$ cat config.mk
export PLATFORM = sky130hd
export DESIGN_NAME = fetch_decode_stage
export DESIGN_NICKNAME = d
export VERILOG_FILES = /design/src/rtl/fetch_decode_stage.sv
export SDC_FILE = /design/constraint.sdc
export NUM_CORES = 1
export LEC_CHECK = 0
export ABC_AREA = 1
export CORE_ASPECT_RATIO = 1.5
export CORE_MARGIN = 2
export CORE_UTILIZATION = 30
export DETAILED_ROUTE_END_ITERATION = 6
export PLACE_DENSITY = 0.67
export SKIP_CTS_REPAIR_TIMING = 1
export SLEW_MARGIN = 20
export SYNTH_ARGS = -nofsm -noshare
export SYNTH_HDL_FRONTEND = slang
export SYNTH_SLANG_ARGS = --single-unit
$ cat constraint.sdc
create_clock -name clk -period 3.6 [get_ports clk]
set_input_delay 0.54 -clock clk [delete_from_list [all_inputs] [get_ports clk]]
set_output_delay 0.54 -clock clk [all_outputs]
set_load 0.005 [all_outputs]
$ cat src/rtl/fetch_decode_stage.sv
// Instruction fetch + field decode stage: owns the PC, fetches over req/ack, holds one word for control_unit.
// Optional illegal-opcode flag enabled by defining ILLEGAL_OPCODE_CHECK_EN.
module fetch_decode_stage #(
  parameter int unsigned          PC_WIDTH = 32,
  parameter logic [PC_WIDTH-1:0] RESET_PC = '0
) (
  input  logic                clk,
  input  logic                rst_n,
  output logic                imem_req,
  output logic [PC_WIDTH-1:0] imem_addr,
  input  logic                imem_ack,
  input  logic [31:0]         imem_rdata,
  input  logic                redirect_valid,
  input  logic [PC_WIDTH-1:0] redirect_pc,
  output logic                instr_valid,
  input  logic                instr_ready,
  output logic [PC_WIDTH-1:0] pc_out,
  output logic [5:0]          opcode,
  output logic [9:0]          xox,
  output logic [8:0]          xoxo,
  output logic [1:0]          xods,
  output logic [4:0]          rs_rt,
  output logic [4:0]          ra,
  output logic [4:0]          rb,
  output logic [15:0]         imm16,
  output logic [23:0]         li,
  output logic [13:0]         bd,
  output logic                aa,
  output logic                lk_rc,
  output logic                oe,
  output logic                illegal_op
);

  typedef enum logic [1:0] {
    ST_REQ   = 2'd0,
    ST_HOLD  = 2'd1,
    ST_DRAIN = 2'd2
  } state_e;

  state_e                state_q, state_d;
  logic [PC_WIDTH-1:0]   pc_q, pc_d;
  logic [PC_WIDTH-1:0]   addr_q, addr_d;
  logic [PC_WIDTH-1:0]   pc_out_q, pc_out_d;
  logic [31:0]           ir_q, ir_d;
  logic                  req_q, req_d;
  logic                  valid_q, valid_d;
  logic                  capture_c;

  // Next-state, PC and fetch-address logic; redirect overrides everything.
  always_comb begin
    state_d   = state_q;
    pc_d      = pc_q;
    addr_d    = addr_q;
    ir_d      = ir_q;
    pc_out_d  = pc_out_q;
    capture_c = 1'b0;

    unique case (state_q)
      ST_REQ: begin
        if (req_q && imem_ack) begin
          if (!redirect_valid) begin
            capture_c = 1'b1;
            ir_d      = imem_rdata;
            pc_out_d  = pc_q;
            pc_d      = pc_q + PC_WIDTH'(4);
            state_d   = ST_HOLD;
          end
        end else if (req_q && redirect_valid) begin
          // Request still outstanding: address must stay put until it is acked.
          state_d = ST_DRAIN;
        end
      end
      ST_HOLD: begin
        if (redirect_valid || instr_ready) state_d = ST_REQ;
      end
      ST_DRAIN: begin
        if (imem_ack) state_d = ST_REQ;
      end
      default: state_d = ST_REQ;
    endcase

    if (redirect_valid) pc_d = redirect_pc;
    if (state_d == ST_REQ) addr_d = pc_d;

    req_d   = (state_d != ST_HOLD);
    valid_d = (state_d == ST_HOLD);
  end

  always_ff @(posedge clk or negedge rst_n) begin
    if (!rst_n) begin
      state_q  <= ST_REQ;
      pc_q     <= RESET_PC;
      addr_q   <= RESET_PC;
      pc_out_q <= '0;
      ir_q     <= '0;
      req_q    <= 1'b0;
      valid_q  <= 1'b0;
    end else begin
      state_q  <= state_d;
      pc_q     <= pc_d;
      addr_q   <= addr_d;
      pc_out_q <= pc_out_d;
      ir_q     <= ir_d;
      req_q    <= req_d;
      valid_q  <= valid_d;
    end
  end

  assign imem_req    = req_q;
  assign imem_addr   = addr_q;
  assign instr_valid = valid_q;
  assign pc_out      = pc_out_q;

  assign opcode = ir_q[31:26];
  assign xox    = ir_q[10:1];
  assign xoxo   = ir_q[9:1];
  assign xods   = ir_q[1:0];
  assign rs_rt  = ir_q[25:21];
  assign ra     = ir_q[20:16];
  assign rb     = ir_q[15:11];
  assign imm16  = ir_q[15:0];
  assign li     = ir_q[25:2];
  assign bd     = ir_q[15:2];
  assign aa     = ir_q[1];
  assign lk_rc  = ir_q[0];
  assign oe     = ir_q[10];

`ifdef ILLEGAL_OPCODE_CHECK_EN
  logic illegal_q, illegal_d;
  logic rdata_illegal_c;

  // Opcode whitelist of the supported uPower subset.
  always_comb begin
    rdata_illegal_c = 1'b1;
    unique case (imem_rdata[31:26])
      6'd14, 6'd15, 6'd18, 6'd19, 6'd24, 6'd26, 6'd28, 6'd31, 6'd32,
      6'd34, 6'd36, 6'd37, 6'd38, 6'd40, 6'd42, 6'd44, 6'd58, 6'd62:
        rdata_illegal_c = 1'b0;
      default: rdata_illegal_c = 1'b1;
    endcase
  end

  always_comb begin
    illegal_d = 1'b0;
    if (capture_c)               illegal_d = rdata_illegal_c;
    else if (state_d == ST_HOLD) illegal_d = illegal_q;
  end

  always_ff @(posedge clk or negedge rst_n) begin
    if (!rst_n) illegal_q <= 1'b0;
    else        illegal_q <= illegal_d;
  end

  assign illegal_op = illegal_q;
`else
  assign illegal_op = 1'b0;
`endif

endmodule

Word-level counts from Yosys, hierarchy flattened --
Cells that the tools add are included.
Storage, ports and cells: RAM bits 0, memories 0, flip-flop bits (word level) 132, memory bits (read-only) 0, output and inout port bits 166, bits in latches 0, input bits 69
Operators by class: $add $sub $neg 1, shift-type cells 0, equal/unequal tests 4, bitwise operators 1, reductions and logical operators 6, mux-type cells 9, multipliers 0, order comparisons 0, div/mod/pow operators 0
Operators by type and width (count):
- $mux W32 | 3
- $add A32 B3 Y32 const B | 1
- $mux W2 | 5
- $pmux W2 S3 | 1
- $eq A2 B1 Y1 const B | 2
- $logic_not A2 Y1 | 2
- $reduce_and A3 Y1 | 1
- $eq A2 B2 Y1 const B | 1
- $logic_and A1 B1 Y1 | 2
- $ne A2 B1 Y1 const B | 1
- $logic_or A1 B1 Y1 | 1
- $not A1 Y1 | 1

Depth between registers and ports, before layout --
Gate-level depths: netlist of run 1.
word-level depth 5, mapped depth 12, gate-level depth less buffers 11

Worst setup path before layout of run 1 --
No wires, ideal clock.
path type input to register, from in imem_ack, to reg ir_q[10], required time 3.475 ns, stages 6, arrival time 1.456 ns, setup slack 2.019 ns, path buffers 2, setup time 0.125 ns, cells stage by stage nand2_1 > nor2_4 > nand2_1 > buf_6 > buf_2 > mux2_2
Between the ends: longest elaborated chain between the ends 2
RTL lines:
- start: declaration | line 11 | input logic imem_ack,
- $logic_and A1 B1 Y1 | line 60 | if (req_q && imem_ack) begin
- $reduce_and A3 Y1 (no line)
- end signal: assignment | line 103 | ir_q <= ir_d;
- end: declaration | line 44 | logic [31:0] ir_q, ir_d;
Every way passes these cells. A chain may end at the register's enable or synchronous reset.

Worst setup path after layout of run 1 --
from in imem_ack, to reg addr_q[16] (netlist: imem_addr[16])
Between the ends: longest elaborated chain between the ends 4, elaborated cells on any way between the ends 8, classes of those cells mux: 6; reduce/logical: 2
RTL lines:
- $logic_and A1 B1 Y1 | line 60
- $mux W2 or $mux W32 (tied branches) | line 60
- $pmux W2 S3 or $mux W32 (tied branches) | line 58 | unique case (state_q)
- $logic_not A2 Y1 or $mux W32 (tied branches) | line 83, 82
- end signal: assignment | line 101 | addr_q <= addr_d;
- end: declaration | line 42 | logic [PC_WIDTH-1:0] addr_q, addr_d;
Several ways; a longest one is shown, not always the timed one.

==> impl_metrics.yaml, run 1 <==
outcome:
  outcome: "finished clean"
placement:
  portBuffers: 233
  dp_hpwl_um: 13190
  placed_cell_area_mm2: 0.008491
  globalplace.congestion: 0.9025
route:
  drt_iter0_drc: 240
  via_per_inst: 4.375
  ant_nets: 0
  drc: 0
  vias: 5058
  totalWireLength_um: 17410
  drt-wirelength-per-cell_um: 15.06
  dr.pass1.iters: 4
layout:
  nets: 945
  multi_input_area_mm2: 0.002293
  drive_gt1_share_pct: 12.27
  diodes: 0
  seq_area_mm2: 0.003303
  final_area_mm2: 0.009097
  n_fill_cell: 2018
  layout-area-overhead-vs-synth_pct: 41.60
worst_setup_path:
  required_ns: 3.91
  cp_max_fo: 14
  start_kind: "primary input"
  critPathArrivalTime_ns: 2.44
  r2r-end: "imem_addr[16]$_DFFE_PN0N_"
  slowest_stage: "clkdlybuf4s50_1"
  critPathKind: "primary input to flip-flop"
  critPathBufInv: 1
  reg2regPathDepth: 10
  end_kind: "flip-flop"
  cp.depth: 10
  cpPeakStageDelay_ns: 0.48
  critPathTopFamily: "simple AND/OR/NAND/NOR gates"
  crit_chain: "clkdlybuf4s50_1, nand2_1, nor2_4, nand2_1, nor2_1, nand2_1, xor2_1, nand2_1, nand3_1, nand2_1"
  cpMostUsedCell: "nand2_1"
  r2r_start: "state_q[1]$_DFF_PN0_"
  reg2reg_slack_ns: 1.67
global_route:
  busiest_layer: "met2"
  grt_util_met2_pct: 25.69
  use_met1_pct: 18.41
  grtUsageMet3_pct: 3.265
  grt_pass1_vias: 5136
  grt_overflow_total: 0
  antenna_found_initial: 0
  grt_max_degree: 87
  grtUsageTotal_pct: 15.68
  grt_pass1_wl_um: 26960
clock_tree:
  numClockSinks: 132
  htree_levels: 4
  clk_pin_slew_ns: 0.06
  cts_buffers: 17
  cts_tree: "yes"
  clk_latency_ns: 0.42
  cts-root-buf: "clkbuf_16"
  clk_path_buf_depth: 2
power_and_ir_drop:
  vdd_drop_max_mv: 0.3382
  p_int_uw: 4121
  total_leakage_power_uw: 0.004057
  pwr-share-clk_pct: 30.9
  p_total_uw: 5708
  p_seq_share_pct: 36.9
  switchingPower_uw: 1587
  switching_share_pct: 27.80
  p_comb_share_pct: 32.2
  power_per_cell_area_mw_per_mm2: 627.5
timing:
  max_freq_mhz: 469.1
  fin_tns_setup_ns: 0
  finalCritPeriodShare_pct: 59.21
  min_period_ns: 2.132
  finalHoldViolations: 0
  rsz0062_at_grt: "false"
  worst_slew_pin_slew_ns: 0.8197
  setup_viol: 0
  clock_skew_ns: 0.007079
  relSlewSlack_pct: 45.35
  maxSlewViolCount: 0
yosys:
  ys_seq_area_share_pct: 51.41
  ys_types: 34
  yosysWarnings: 0
  synth_area_mm2: 0.006425
  ys_ff_latch: 132
  synthCells: 710
  syn_area_per_cell_um2: 9.049
  synth_nets: 780
die:
  die_x_um: 123.5
  rows: 65
  start_util_pct: 30.50
  die_h_um: 183.2
  io_pins: 235
  coreArea_mm2: 0.02106
  dieArea_mm2: 0.02263
job:
  cap_violations: 0
hold_path:
  min-delay-path-class: "primary input to async pin"
-- placed cells by master (no fill, tap or decap), types with 2 or more instances in the layout --
cell,netlist,routed
clkdlybuf4s50_1,0,232
nand2_1,218,217
dfrtp_1,132,132
nand3_1,46,46
inv_1,42,42
mux2_2,40,40
o21ai_0,35,35
nor2_1,29,29
clkbuf_16,0,17
nor2_2,9,9
nand4_1,9,9
or2_2,8,8
xor2_1,8,8
a21oi_1,5,5
nor3_1,5,5
o21ai_1,5,5
clkinv_4,0,5
and2_1,4,4
buf_4,72,4
inv_2,3,3
nor2_4,3,3
a21boi_1,3,3
bufinv_16,0,3
clkinv_2,0,3
nand2_2,2,2
nand2_4,1,2
a21boi_0,2,2
clkinvlp_4,0,2
inv_6,0,2
-- through the flow --
stage / std cells / setup slack [ns] / hold slack, ns / utilization (%)
finish: 1156 / 1.468 / 0.1757 / 43.19
detailed placement: 1124 / 1.035 / 0.4657 / 40.31
CTS: 1156 / 1.472 / 0.2227 / 43.19
global route: 1156 / 1.324 / 0.2408 / 43.19
floorplan: 710 / 2.019 / 0.2444 / -
global placement: 1124 / 1.040 / 0.4553 / 40.31
-- worst register-to-register path, cell delays in order, from the launching register on --
cell and delay (ns):
dfrtp_1 0.41, inv_2 0.08, nand2_2 0.06, nor2_4 0.31, nand2_1 0.15, nor2_1 0.27, nand2_1 0.11, xor2_1 0.22
nand2_1 0.08, nand3_1 0.08, nand2_1 0.05
-- power by group through the flow --
| stage | clock network, µW | logic [µW] | registers (µW) |
|---|---|---|---|
| after floorplan | 0 | 842 | 2110 |
| after global placement | 0 | 1840 | 2120 |
| after detailed placement | 0 | 1860 | 2130 |
| after CTS | 1820 | 1870 | 2110 |
| after global routing | 1870 | 2000 | 2160 |
| final | 1770 | 1840 | 2110 |
-- flip-flops by register name (all words and copies together), names as in the netlist --
name	count
imem_addr	32
imem_req	1
state_q	2
pc_out	32
instr_valid	1
ir_q	32
pc_q	32
-- Yosys cell counts, drive strengths merged --
cell type | count | area [µm²]
a21boi | 5 | 37.53
nor2 | 42 | 219.0
nand4 | 9 | 56.30
nor3 | 5 | 25.02
nand2 | 221 | 842.1
or2 | 8 | 50.05
conb | 1 | 3.750
a21oi | 5 | 25.02
nand3 | 47 | 240.2
o211ai | 1 | 7.510
mux2 | 40 | 450.4
and2 | 4 | 25.02
or3 | 1 | 6.260
inv | 46 | 175.2
xor2 | 8 | 70.07
a31oi | 1 | 6.260
dfrtp | 132 | 3303
buf | 83 | 626.8
ha | 1 | 12.51
o21ai | 41 | 209.0
clkbuf | 9 | 33.78
-- cells by family after synthesis --
| logic type | Yosys count | synth area share, % |
|---|---|---|
| xor gates and xnor gates | 8 | 1.091 |
| other | 1 | 0.05837 |
| buffers and inverters | 138 | 13.01 |
| AOI/OAI and AO/OA | 53 | 4.440 |
| muxes | 40 | 7.011 |
| DFF | 132 | 51.41 |
| adders and majority gates | 1 | 0.1947 |
| and+or+nand+nor | 337 | 22.78 |
-- area by class of cell --
cell class / instances / share of cell area, %
Clock buffer: 17 / 4.676
Sequential cell: 132 / 36.31
Clock inverter: 15 / 1.994
Tap cell: 268 / 3.686
Inverter: 46 / 1.925
Multi-Input combinational cell: 440 / 25.21
Timing Repair Buffer: 238 / 26.20
-- metal layers --
layer | up-vias | wire [µm]
met5 | - | 0
met4 | 0 | 825
met3 | 38 | 870
met2 | 170 | 8579
met1 | 2318 | 7130
li1 | 2532 | -
-- worst max-delay path by stage --
stage,slack (ns),startpoint,to
2_1_floorplan,2.02,imem_ack,ir_q[10]$_DFFE_PN0P_
3_3_place_gp,1.04,imem_ack,imem_addr[16]$_DFFE_PN0N_
3_5_place_dp,1.03,imem_ack,imem_addr[16]$_DFFE_PN0N_
4_1_cts,1.47,imem_ack,imem_addr[16]$_DFFE_PN0N_
5_1_grt,1.32,imem_ack,imem_addr[16]$_DFFE_PN0N_
6_report,1.47,imem_ack,imem_addr[16]$_DFFE_PN0N_
No activity file was read; power rests on OpenSTA's default activity.
==> run 2: changes to the inputs <==
--- a/config.mk
+++ b/config.mk
@@ -10,7 +10,7 @@
 export CORE_MARGIN = 2
 export CORE_UTILIZATION = 30
 export DETAILED_ROUTE_END_ITERATION = 6
-export PLACE_DENSITY = 0.67
+export PLACE_DENSITY = 0.69
 export SKIP_CTS_REPAIR_TIMING = 1
 export SLEW_MARGIN = 20
 export SYNTH_ARGS = -nofsm -noshare
==> constraint.sdc (replaced) <==
create_clock -name clk -period 1.9 [get_ports clk]
set_input_delay 0.285 -clock clk [delete_from_list [all_inputs] [get_ports clk]]
set_output_delay 0.285 -clock clk [all_outputs]
set_load 0.005 [all_outputs]
==> run 2 against run 1 <==
  * Final area is 3.1% higher
  * Largest power group unchanged
  * Core utilization is 1.3 points higher
  * Critical endpoint is now imem_addr[12]$_DFFE_PN0N_
  * Total power is 92% higher
  * Sequential power is 89% higher
  * Clock skew is 0.0073 ns higher
==> impl_metrics.yaml, run 2 (same netlist as run 1, synthesis figures left out) <==
worst_setup_path:
  r2r_start: "pc_q[3]$_DFF_PN0_"
  reg2regPathDepth: 10
  crit_end: "imem_addr[12]$_DFFE_PN0N_"
  start_kind: "flip-flop"
  r2r-end: "imem_addr[12]$_DFFE_PN0N_"
  cp_max_fo: 5
  reg2reg_slack_ns: 0.15
  required_ns: 2.20
  critPathLaunch: "pc_q[3]$_DFF_PN0_"
  critPathKind: "flip-flop to flip-flop"
  critPathArrivalTime_ns: 2.05
  end_kind: "flip-flop"
layout:
  final_area_mm2: 0.009378
  diodes: 0
  layout_common_cells: "clkdlybuf4s50_1, nand2_1, dfrtp_1"
  drive_gt1_share_pct: 14.41
  mostFrequentLayoutCell: "clkdlybuf4s50_1"
  layout-area-overhead-vs-synth_pct: 45.96
  finish.utilization_pct: 44.52
  nets: 966
timing:
  finalCritPeriodShare_pct: 92.15
  rsz0062_at_grt: "true"
  finalHoldViolations: 0
  clock_skew_ns: 0.01437
  fin_tns_setup_ns: 0
  setup_viol: 0
  max_freq_mhz: 571.2
  min_period_ns: 1.751
  fin_ws_ns: 0.1492
  maxSlewViolCount: 0
placement:
  portBuffers: 233
  placed_cell_area_mm2: 0.008741
  place_ws_ns: -0.1694
  dp_hpwl_um: 13800
  globalplace.congestion: 0.8848
global_route:
  grt_pass1_wl_um: 27080
  grtUsageTotal_pct: 15.64
  grt_max_degree: 48
  grt_pass1_vias: 5110
  grt_overflow_total: 0
  antenna_found_initial: 0
die:
  io_pins: 235
  coreArea_mm2: 0.02106
  die_h_um: 183.2
  dieArea_mm2: 0.02263
  start_util_pct: 30.50
  die_x_um: 123.5
  rows: 65
route:
  ant_nets: 0
  drt_iter0_drc: 305
  drc: 0
  vias: 5212
  drt-wirelength-per-cell_um: 15.10
  totalWireLength_um: 17770
  dr.pass1.iters: 4
  via_per_inst: 4.428
clock_tree:
  clk_path_buf_depth: 2
  clk_latency_ns: 0.42
  cts_buffers: 17
  clk_pin_slew_ns: 0.07
  numClockSinks: 132
  htree_levels: 4
  cts-root-buf: "clkbuf_16"
  cts_tree: "yes"
power_and_ir_drop:
  power_per_cell_area_mw_per_mm2: 1167
  p_total_uw: 10940
  total_leakage_power_uw: 0.004199
  vdd_drop_max_mv: 0.6253
outcome:
  outcome: "finished clean"
job:
  cap_violations: 0
hold_path:
  min-delay-path-class: "primary input to async pin"
==> run 2: worst min path at each step <==
stage	slack, ns	cells past startpoint	endpoint	start
finish	0.37	2	ir_q[18]$_DFFE_PN0P_	rst_n
global route	0.39	2	ir_q[20]$_DFFE_PN0P_	rst_n
CTS	-0.20	1	ir_q[18]$_DFFE_PN0P_	rst_n
detailed placement	0.25	1	ir_q[18]$_DFFE_PN0P_	rst_n
global placement	0.25	1	ir_q[18]$_DFFE_PN0P_	rst_n
floorplan	-0.01	0	imem_addr[0]$_DFFE_PN0N_	rst_n
==> run 2: stage by stage <==
step / hold slack (ns) / std cells
finish: 0.3693 / 1177
floorplan: -0.01059 / 710
detailed placement: 0.2486 / 1144
global placement: 0.2482 / 1144
CTS: -0.2010 / 1176
global route: 0.3942 / 1177
==> run 2: worst max-delay path, cell delays in order (launching register included) <==
cell and delay [ns]:
dfrtp_1 0.39, ha_1 0.19, nand2_1 0.09, nor2_4 0.17
nand3_1 0.19, inv_1 0.18, nand3_1 0.10, o21ai_0 0.10
o21ai_1 0.10, nand2_1 0.07, nand2_1 0.05
==> run 2: power by group <==
group	switching, µW	internal, µW	leakage (µW)	total [µW]
clock	1450	1900	0.000298	3350
combinational	1220	2370	0.00231	3590
sequential	526	3470	0.00159	3990
==> run 2: per-layer routing <==
layer | GRT usage [%] | vias up | wire (µm)
li1 | - | 2581 | -
met1 | 18.66 | 2442 | 7286
met2 | 26.90 | 166 | 9135
met3 | 3.234 | 23 | 875
met4 | 6.591 | 0 | 475
met5 | 0 | - | 0
==> run 2: area by class of cell <==
class	instances	area, µm²
Clock buffer	17	425.4
Tap cell	268	335.3
Sequential cell	132	3303
Clock inverter	15	183.9
Fill cell	1946	11690
Timing Repair Buffer	259	2644
Multi-Input combinational cell	440	2311
Inverter	46	175.2
